**config.mk**
```make
export PLATFORM = sky130hd
export DESIGN_NAME = int_fetch_unit_flat
export DESIGN_NICKNAME = d
export VERILOG_FILES = /design/src/rtl/int_fetch_unit_if.sv /design/src/rtl/int_fetch_unit.sv /design/src/flat_wrapper.sv
export SDC_FILE = /design/constraint.sdc
export NUM_CORES = 1
export LEC_CHECK = 0
export ABC_CLOCK_PERIOD_IN_PS = 2500
export CORE_MARGIN = 10
export CORE_UTILIZATION = 30
export CTS_CLUSTER_SIZE = 16
export DETAILED_ROUTE_END_ITERATION = 10
export PLACE_DENSITY = 0.47
export SYNTH_ARGS = -nofsm -noshare
export SYNTH_HDL_FRONTEND = slang
export SYNTH_SLANG_ARGS = --single-unit
```
**constraint.sdc**
```tcl
create_clock -name clk -period 2.5 [get_ports clk]
set_input_delay 0.375 -clock clk [delete_from_list [all_inputs] [get_ports clk]]
set_output_delay 0.375 -clock clk [all_outputs]
set_load 0.03 [all_outputs]
```
**src/rtl/int_fetch_unit_if.sv**
```systemverilog
// int_fetch_unit_if: bus bundle between the fetch unit and its environment
//   pc         CPU program counter           (master -> slave)
//   ir1        registered instruction word   (slave -> master)
//   prog_we/prog_addr/prog_data  instruction store write port (master -> slave)
//   mask_we/mask_in              interrupt mask load          (master -> slave)
//   irq        interrupt requests, bit 0 highest priority      (master -> slave)
//   int_ack    one-hot acknowledge of the taken irq            (slave -> master)
//   in_service high while an interrupt handler runs            (slave -> master)
//   ret_pc     saved return address                            (slave -> master)
interface int_fetch_unit_if;
   logic [0:3]  pc;
   logic [0:15] ir1;
   logic        prog_we;
   logic [0:3]  prog_addr;
   logic [0:15] prog_data;
   logic        mask_we;
   logic [3:0]  mask_in;
   logic [3:0]  irq;
   logic [3:0]  int_ack;
   logic        in_service;
   logic [0:3]  ret_pc;
   modport master (output pc, prog_we, prog_addr, prog_data, mask_we, mask_in, irq,
                   input  ir1, int_ack, in_service, ret_pc);
   modport slave  (input  pc, prog_we, prog_addr, prog_data, mask_we, mask_in, irq,
                   output ir1, int_ack, in_service, ret_pc);
endinterface

```
**src/rtl/int_fetch_unit.sv**
```systemverilog
// int_fetch_unit: 16x16 instruction store feeding the CPU ir1 bus, with
// single-level vectored interrupts injected as JMP words at pc boundaries.
//   clk  rising-edge clock
//   rst  asynchronous active-low reset (instruction store is not reset)
//   bus  int_fetch_unit_if.slave: pc, ir1, prog write port, mask load,
//        irq, int_ack, in_service, ret_pc
// Build option: define IRQ_EDGE_EN for edge-triggered, latched requests;
// otherwise requests are level-sensitive.
module int_fetch_unit #(
   parameter logic [3:0]  VEC_BASE  = 4'd12,
   parameter logic [15:0] RETI_WORD = 16'h7000
) (
   input logic clk,
   input logic rst,
   int_fetch_unit_if.slave bus
);
   typedef enum logic [1:0] {RUN, VEC, RET} state_t;
   state_t      state;
   logic [0:15] mem [16];
   logic [0:3]  pc_q;
   logic [3:0]  mask, pending, req, ack_d, vec;
   logic [1:0]  idx;
   logic [0:15] word;
   logic        bnd, take, ret;
   always_ff @(posedge clk)
      if (bus.prog_we) mem[bus.prog_addr] <= bus.prog_data;
   assign word  = mem[bus.pc];
   // a jump to its own address leaves pc unchanged, so self-loops never see a boundary
   assign bnd   = bus.pc != pc_q;
   assign req   = pending & mask;
   assign idx   = req[0] ? 2'd0 : req[1] ? 2'd1 : req[2] ? 2'd2 : 2'd3;
   assign vec   = VEC_BASE + {2'b00, idx};
   assign take  = bnd && !bus.in_service && req != 4'b0;
   assign ret   = bnd && bus.in_service && word == RETI_WORD;
   assign ack_d = take ? 4'b0001 << idx : 4'b0000;
`ifdef IRQ_EDGE_EN
   logic [3:0] irq_q, pend_q;
   // a new edge in the ack cycle wins over the clear
   always_ff @(posedge clk or negedge rst)
      if (!rst) begin
         irq_q  <= '0;
         pend_q <= '0;
      end else begin
         irq_q  <= bus.irq;
         pend_q <= (pend_q & ~ack_d) | (bus.irq & ~irq_q);
      end
   assign pending = pend_q;
`else
   assign pending = bus.irq;
`endif
   always_ff @(posedge clk or negedge rst)
      if (!rst) begin
         state          <= RUN;
         pc_q           <= '0;
         mask           <= '0;
         bus.ir1        <= '0;
         bus.int_ack    <= '0;
         bus.in_service <= 1'b0;
         bus.ret_pc     <= '0;
      end else begin
         pc_q        <= bus.pc;
         bus.int_ack <= ack_d;
         if (bus.mask_we) mask <= bus.mask_in;
         if (take) begin
            bus.ir1        <= {4'hA, 4'h0, vec, 4'h0};
            bus.ret_pc     <= bus.pc;
            bus.in_service <= 1'b1;
            state          <= VEC;
         end else if (ret) begin
            bus.ir1        <= {4'hA, 4'h0, bus.ret_pc, 4'h0};
            bus.in_service <= 1'b0;
            state          <= RET;
         end else if (bnd || state == RUN) begin
            // RUN tracks store writes every clk; VEC/RET hold the injected word until pc moves
            bus.ir1 <= word;
            state   <= RUN;
         end
      end
endmodule

```
**src/flat_wrapper.sv**
```systemverilog
// flat-port wrapper written by rule: the top's interface ports become plain ports
module int_fetch_unit_flat 
#(
   parameter logic [3:0]  VEC_BASE  = 4'd12,
   parameter logic [15:0] RETI_WORD = 16'h7000
)
  (clk, rst, bus_pc, bus_prog_we, bus_prog_addr, bus_prog_data, bus_mask_we, bus_mask_in, bus_irq, bus_ir1, bus_int_ack, bus_in_service, bus_ret_pc);
  int_fetch_unit_if bus_i ();
  input logic clk;
  input logic rst;
  input wire logic [$bits(bus_i.pc)-1:0] bus_pc;
  input wire logic [$bits(bus_i.prog_we)-1:0] bus_prog_we;
  input wire logic [$bits(bus_i.prog_addr)-1:0] bus_prog_addr;
  input wire logic [$bits(bus_i.prog_data)-1:0] bus_prog_data;
  input wire logic [$bits(bus_i.mask_we)-1:0] bus_mask_we;
  input wire logic [$bits(bus_i.mask_in)-1:0] bus_mask_in;
  input wire logic [$bits(bus_i.irq)-1:0] bus_irq;
  output wire logic [$bits(bus_i.ir1)-1:0] bus_ir1;
  output wire logic [$bits(bus_i.int_ack)-1:0] bus_int_ack;
  output wire logic [$bits(bus_i.in_service)-1:0] bus_in_service;
  output wire logic [$bits(bus_i.ret_pc)-1:0] bus_ret_pc;
  assign bus_i.pc = bus_pc;
  assign bus_i.prog_we = bus_prog_we;
  assign bus_i.prog_addr = bus_prog_addr;
  assign bus_i.prog_data = bus_prog_data;
  assign bus_i.mask_we = bus_mask_we;
  assign bus_i.mask_in = bus_mask_in;
  assign bus_i.irq = bus_irq;
  assign bus_ir1 = bus_i.ir1;
  assign bus_int_ack = bus_i.int_ack;
  assign bus_in_service = bus_i.in_service;
  assign bus_ret_pc = bus_i.ret_pc;
  int_fetch_unit #(.VEC_BASE(VEC_BASE), .RETI_WORD(RETI_WORD)) u_core (.clk(clk), .rst(rst), .bus(bus_i));
endmodule
```
# After elaboration in Yosys (flattened, before gate mapping)

Memories as Yosys holds them, arrays and structs flattened.
Cells that the tools add are included.
Widths: inputs -> output; s select.

$add $sub $neg: 1
Multipliers: 0
Divide/modulo/power cells: 0
Magnitude comparators: 0
Equal/unequal tests: 2
Shifts and indexed selects: 1
Muxes and demuxes: 14
Bitwise operators: 1
Reductions and logical operators: 10

Operators with widths:

| operator             | number |
|---|---|
| $mux 16              | 3 |
| $eq 16x15->1 const B | 1 |
| $mux 2               | 5 |
| $mux 1               | 5 |
| $add 3x3->4 const A  | 1 |
| $and 4x4->4          | 1 |
| $logic_and 1x1->1    | 4 |
| $mux 4               | 1 |
| $ne 4x4->1           | 1 |
| $reduce_bool 4->1    | 1 |
| $shl 1x2->4 const A  | 1 |
| $reduce_bool 3->1    | 1 |
| $logic_not 2->1      | 1 |
| $reduce_bool 2->1    | 1 |
| $logic_not 1->1      | 1 |
| $logic_or 1x1->1     | 1 |

Register bits: 35
Bits in latches: 0
Memory bits (writable): 256
Bits in read-only memories: 0
Input bits: 36
Memories: 1

Memories:

| name       | depth | width | rd ports | clocked after Yosys merged registers in | write ports | RTL line             | source |
|---|---|---|---|---|---|---|---|
| u_core.mem | 16    | 16    | 1        | 0                                       | 1           | int_fetch_unit.sv:19 | `logic [0:15] mem [16];` |

# Depth between registers and ports, before layout

Depth in word-level cells: 6
Mapped depth: 8

# Least setup slack after synthesis

Ideal clock, no wire load.

Kind: in2reg
Start point: input port bus_prog_addr[2]
End point: memory u_core.mem[0][0] (netlist bit) (enable)
Setup time: 409 ps
Arrival time: 2,021 ps
Data required time: 2,091 ps
Setup slack: 70 ps
Stages on the path: 2
Cells stage by stage: or3b_2 -> nor3_1

RTL lines:

| item        | RTL line             | source |
|---|---|---|
| from (decl) | flat_wrapper.sv:13   | `input wire logic [$bits(bus_i.prog_addr)-1:0] bus_prog_addr;` |
| to (decl)   | int_fetch_unit.sv:19 |  |

No word-level cell before the write port.

# Worst setup path after layout

Start point: memory u_core.mem[13][4] (netlist bit)
End point: register u_core.bus.ir1[10]

Cells in the longest elaborated chain, start to end: 5

Ends and longest elaborated chain:

| item                  | RTL line                | source |
|---|---|---|
| $mem_v2 16x16 (*)     | n/a                     |  |
| $eq 16x15->1 (*)      | int_fetch_unit.sv:34    | `assign ret = bnd && bus.in_service && word == RETI_WORD;` |
| $logic_and 1x1->1 (*) | int_fetch_unit.sv:34    |  |
| $mux 16               | int_fetch_unit.sv:69    | `end else if (ret) begin` |
| $mux 16               | int_fetch_unit.sv:64    | `if (take) begin` |
| to (signal assigned)  | int_fetch_unit.sv:65    | `bus.ir1 <= {4'hA, 4'h0, vec, 4'h0};` |
| to (signal assigned)  | int_fetch_unit.sv:70    | `bus.ir1 <= {4'hA, 4'h0, bus.ret_pc, 4'h0};` |
| to (signal assigned)  | int_fetch_unit.sv:75    | `bus.ir1 <= word;` |
| to (decl)             | int_fetch_unit_if.sv:25 | `output ir1, int_ack, in_service, ret_pc);` |

Every way passes the cells marked *; elsewhere a longest branch is shown, timed or not.
A chain may end at the register's enable or synchronous reset.

==> impl_metrics.py <==
metrics = {
    "route": {
        "avgViaCountPerCell": 4.73,
        "drt_iter0_drc": 453,
        "drc_errors": 0,
        "num_vias": 5875,
        "dr.pass1.iters": 4,
        "dr.max_layer_used": "met5",
        "routed_wl_um": 28400,
        "m1WireLength_um": 13000,
        "drt-wirelength-per-cell_um": 22.8,
        "drtAntennaViolNets": 0,
        "met2WireLength_um": 13300,
        "wl_met3_um": 1630,
    },
    "min_path": {
        "hold_path.class": "in2reg",
        "min_from": "bus_pc[2]",
    },
    "layout": {
        "multiInputGateArea_um2": 2680,
        "regArea_um2": 8560,
        "final_nets": 745,
        "post-route-util_pct": 38.3,
        "drive_gt1_share_pct": 29.0,
        "syn2layout_area_growth_pct": 26.3,
        "antennaDiodeCount": 0,
        "n_fill_cell": 3428,
    },
    "power_and_ir_drop": {
        "comb_power_share_pct": 11.4,
        "leakage_uw": 0.00477,
        "power.density_nw_per_um2": 772,
        "p_sw_uw": 2590,
        "power_frac_seq_pct": 50.5,
        "power.internal_uw": 8490,
        "p_clk_share_pct": 38.1,
        "switching_share_pct": 23.4,
        "power_uw": 11100,
        "ir_drop_v": 0.000473,
    },
    "global_route": {
        "antenna_found_initial": 1,
        "grt_overflow": 0,
        "track_usage_pct": 12.1,
        "grt_pass1_vias": 6396,
        "grt_pass1_wl_um": 42200,
        "grt_max_degree": 36,
    },
    "timing": {
        "max_freq_mhz": 454,
        "hold_viol": 0,
        "drv_slew": 0,
        "min_period_over_period_pct": 88.1,
        "worst_pin_slew_ns": 1.00,
        "period_needed_ns": 2.20,
        "setup_violations": 0,
        "fin_skew_ns": 0.00830,
        "rsz0062_at_grt": "false",
        "hold_slack_ns": 0.173,
        "slew_headroom_pct": 33.2,
    },
    "setup_path": {
        "cp-start-kind": "flip-flop",
        "worstPathCellList": "mux4_2 > a22o_1 > a221oi_2 > buf_4 > and4bb_4 > nand2_4 > o31ai_1",
        "cpMaxStageDelayCell": "mux4_2",
        "r2r_start": "u_core.mem[13][4]$_DFFE_PP_",
        "cpPeakStageDelay_ns": 0.48,
        "critPathTopFamily": "compound AO/OA/AOI/OAI gates",
        "cp_num_buf_inv": 1,
        "critPathLaunch": "u_core.mem[13][4]$_DFFE_PP_",
        "cp_max_fo": 6,
        "arrival_ns": 2.66,
        "critPathRequiredTime_ns": 2.96,
        "path_class": "reg2reg",
        "r2r_setup_slack_ns": 0.30,
        "crit_path_end_kind": "flip-flop",
    },
    "synth": {
        "yosysTopAreaCell": "edfxtp_1",
        "synth.distinct_cells": 47,
        "synth_edf_count": 256,
        "synth_top_area_share_pct": 67.7,
        "ys_top_cells_by_area": "edfxtp_1 (68%), mux4_2 (11%), dfrtp_1 (7.7%)",
        "seq_area_frac_synth_pct": 75.4,
        "synth.most_common_cell": "edfxtp_1",
        "yosys_most_used_dff": "edfxtp_1",
        "synth.cell_area_um2": 11400,
        "ys_warn_count": 0,
        "netlist_instances": 565,
        "ys_seq_elements": 291,
        "avgSynthCellArea_um2": 20.1,
        "yosys-top-cells-count": "edfxtp_1 (256), mux4_2 (58), nand2_1 (49)",
        "synth_nets": 601,
        "ys_async_sr_fraction_pct": 12.0,
    },
    "clock_network": {
        "ctsHoldBuffers": 0,
        "cts_max_level": 1,
        "path_clk_slew_ns": 0.06,
        "clockRootBuffer": "clkbuf_16",
        "cts.sinks": 291,
        "cts_inserted_buffers": 30,
        "postCtsSetupBuffers": 0,
        "cts_tree": "yes",
        "cts_resized": 0,
        "cts_buffer_depth": 3,
        "clkLatencyLatePin_ns": 0.55,
    },
    "die": {
        "io-pin-count": 61,
        "start_util_pct": 30.3,
        "dieArea_um2": 46100,
        "die_x_um": 215,
        "core_um2": 37500,
        "fp-row-count": 71,
        "dieHeight_um": 215,
    },
    "status": {
        "status": "finished clean",
    },
    "place": {
        "numPortBuffers": 60,
        "dpl.hpwl_um": 18200,
        "gp_congestion": 0.767,
    },
    "flow_run": {
        "maxCapViolCount": 0,
    },
}
-- final cells by class --
class | instances | area share (%)
clock buffer | 33 | 5.46
timing repair buffer | 138 | 10.7
multi-input combinational | 248 | 18.7
sequential | 291 | 59.7
tap | 511 | 4.45
clock inverter | 22 | 1.03
-- final timing paths --
kind | end | cells after the start
min reg2reg | u_core.bus.ret_pc[2]$_DFFE_PN0P_ | 2
max reg2reg | u_core.bus.ir1[10]$_DFFE_PN0P_ | 7
max | u_core.bus.ir1[10]$_DFFE_PN0P_ | 7
min | u_core.pc_q[1]$_DFF_PN0_ | 2
min in group asynchronous | u_core.bus.ir1[12]$_DFFE_PN0P_ | 2
max in group asynchronous | u_core.bus.ir1[14]$_DFFE_PN0P_ | 2
-- power by group through the flow --
stage / sequential [µW] / clock [µW] / combinational [µW]
2_1_floorplan: 5850 / 0 / 447
3_3_place_gp: 5690 / 0 / 1270
3_5_place_dp: 5710 / 0 / 1280
4_1_cts: 5610 / 4330 / 1280
5_1_grt: 5620 / 4520 / 1350
6_report: 5600 / 4220 / 1260
-- sequential cells by signal (all words and copies together), names as in the netlist --
name and cells:
u_core.mem 256, u_core.bus.ir1 16, u_core.bus.int_ack 4, u_core.bus.ret_pc 4, u_core.mask 4, u_core.pc_q 4, u_core.state 2, u_core.bus.in_service 1
-- per-stage QoR --
step | instance area [µm²] | setup TNS, ns | cells | worst slack, ns
after floorplan | 11400 | 0 | 565 | 0.0699
after global placement | 13400 | -2.26 | 1188 | -0.182
after detailed placement | 13400 | -2.42 | 1188 | -0.167
after CTS | 14400 | 0 | 1243 | 0.293
after global routing | 14400 | 0 | 1243 | 0.220
final | 14400 | 0 | 1243 | 0.298
-- cells in the final DEF, fill, tap and decap left out, drive strengths merged, types with 3 or more instances in the layout --
master,instances
edfxtp,256
buf,80
mux4,65
clkdlybuf4s50,58
nand2,50
dfrtp,35
clkbuf,33
nor2,19
clkinv,18
a22oi,15
a21oi,13
nand3,12
mux2,8
o21ai,8
nor3,7
nor2b,6
xor2,4
mux2i,4
a211oi,4
o21a,3
o211ai,3
o31ai,3
-- cells by family (layout without fill, tap and decap cells) --
kind of cell,after synthesis,after routing,synth area share [%]
AO/OA/AOI/OAI,60,60,3.92
multiplexers,77,77,14.3
AND/OR/NAND/NOR,107,107,4.65
flip-flops,291,291,75.4
XOR/XNOR,4,4,0.308
buffers and inverters,26,193,1.50
-- per-layer routing --
metal	vias to the layer above	global-route usage [%]
li1	2602	-
met1	3084	16.7
met2	152	19.5
met3	35	2.37
met4	2	2.62
met5	-	0
Power figures use the tool's default switching activity.
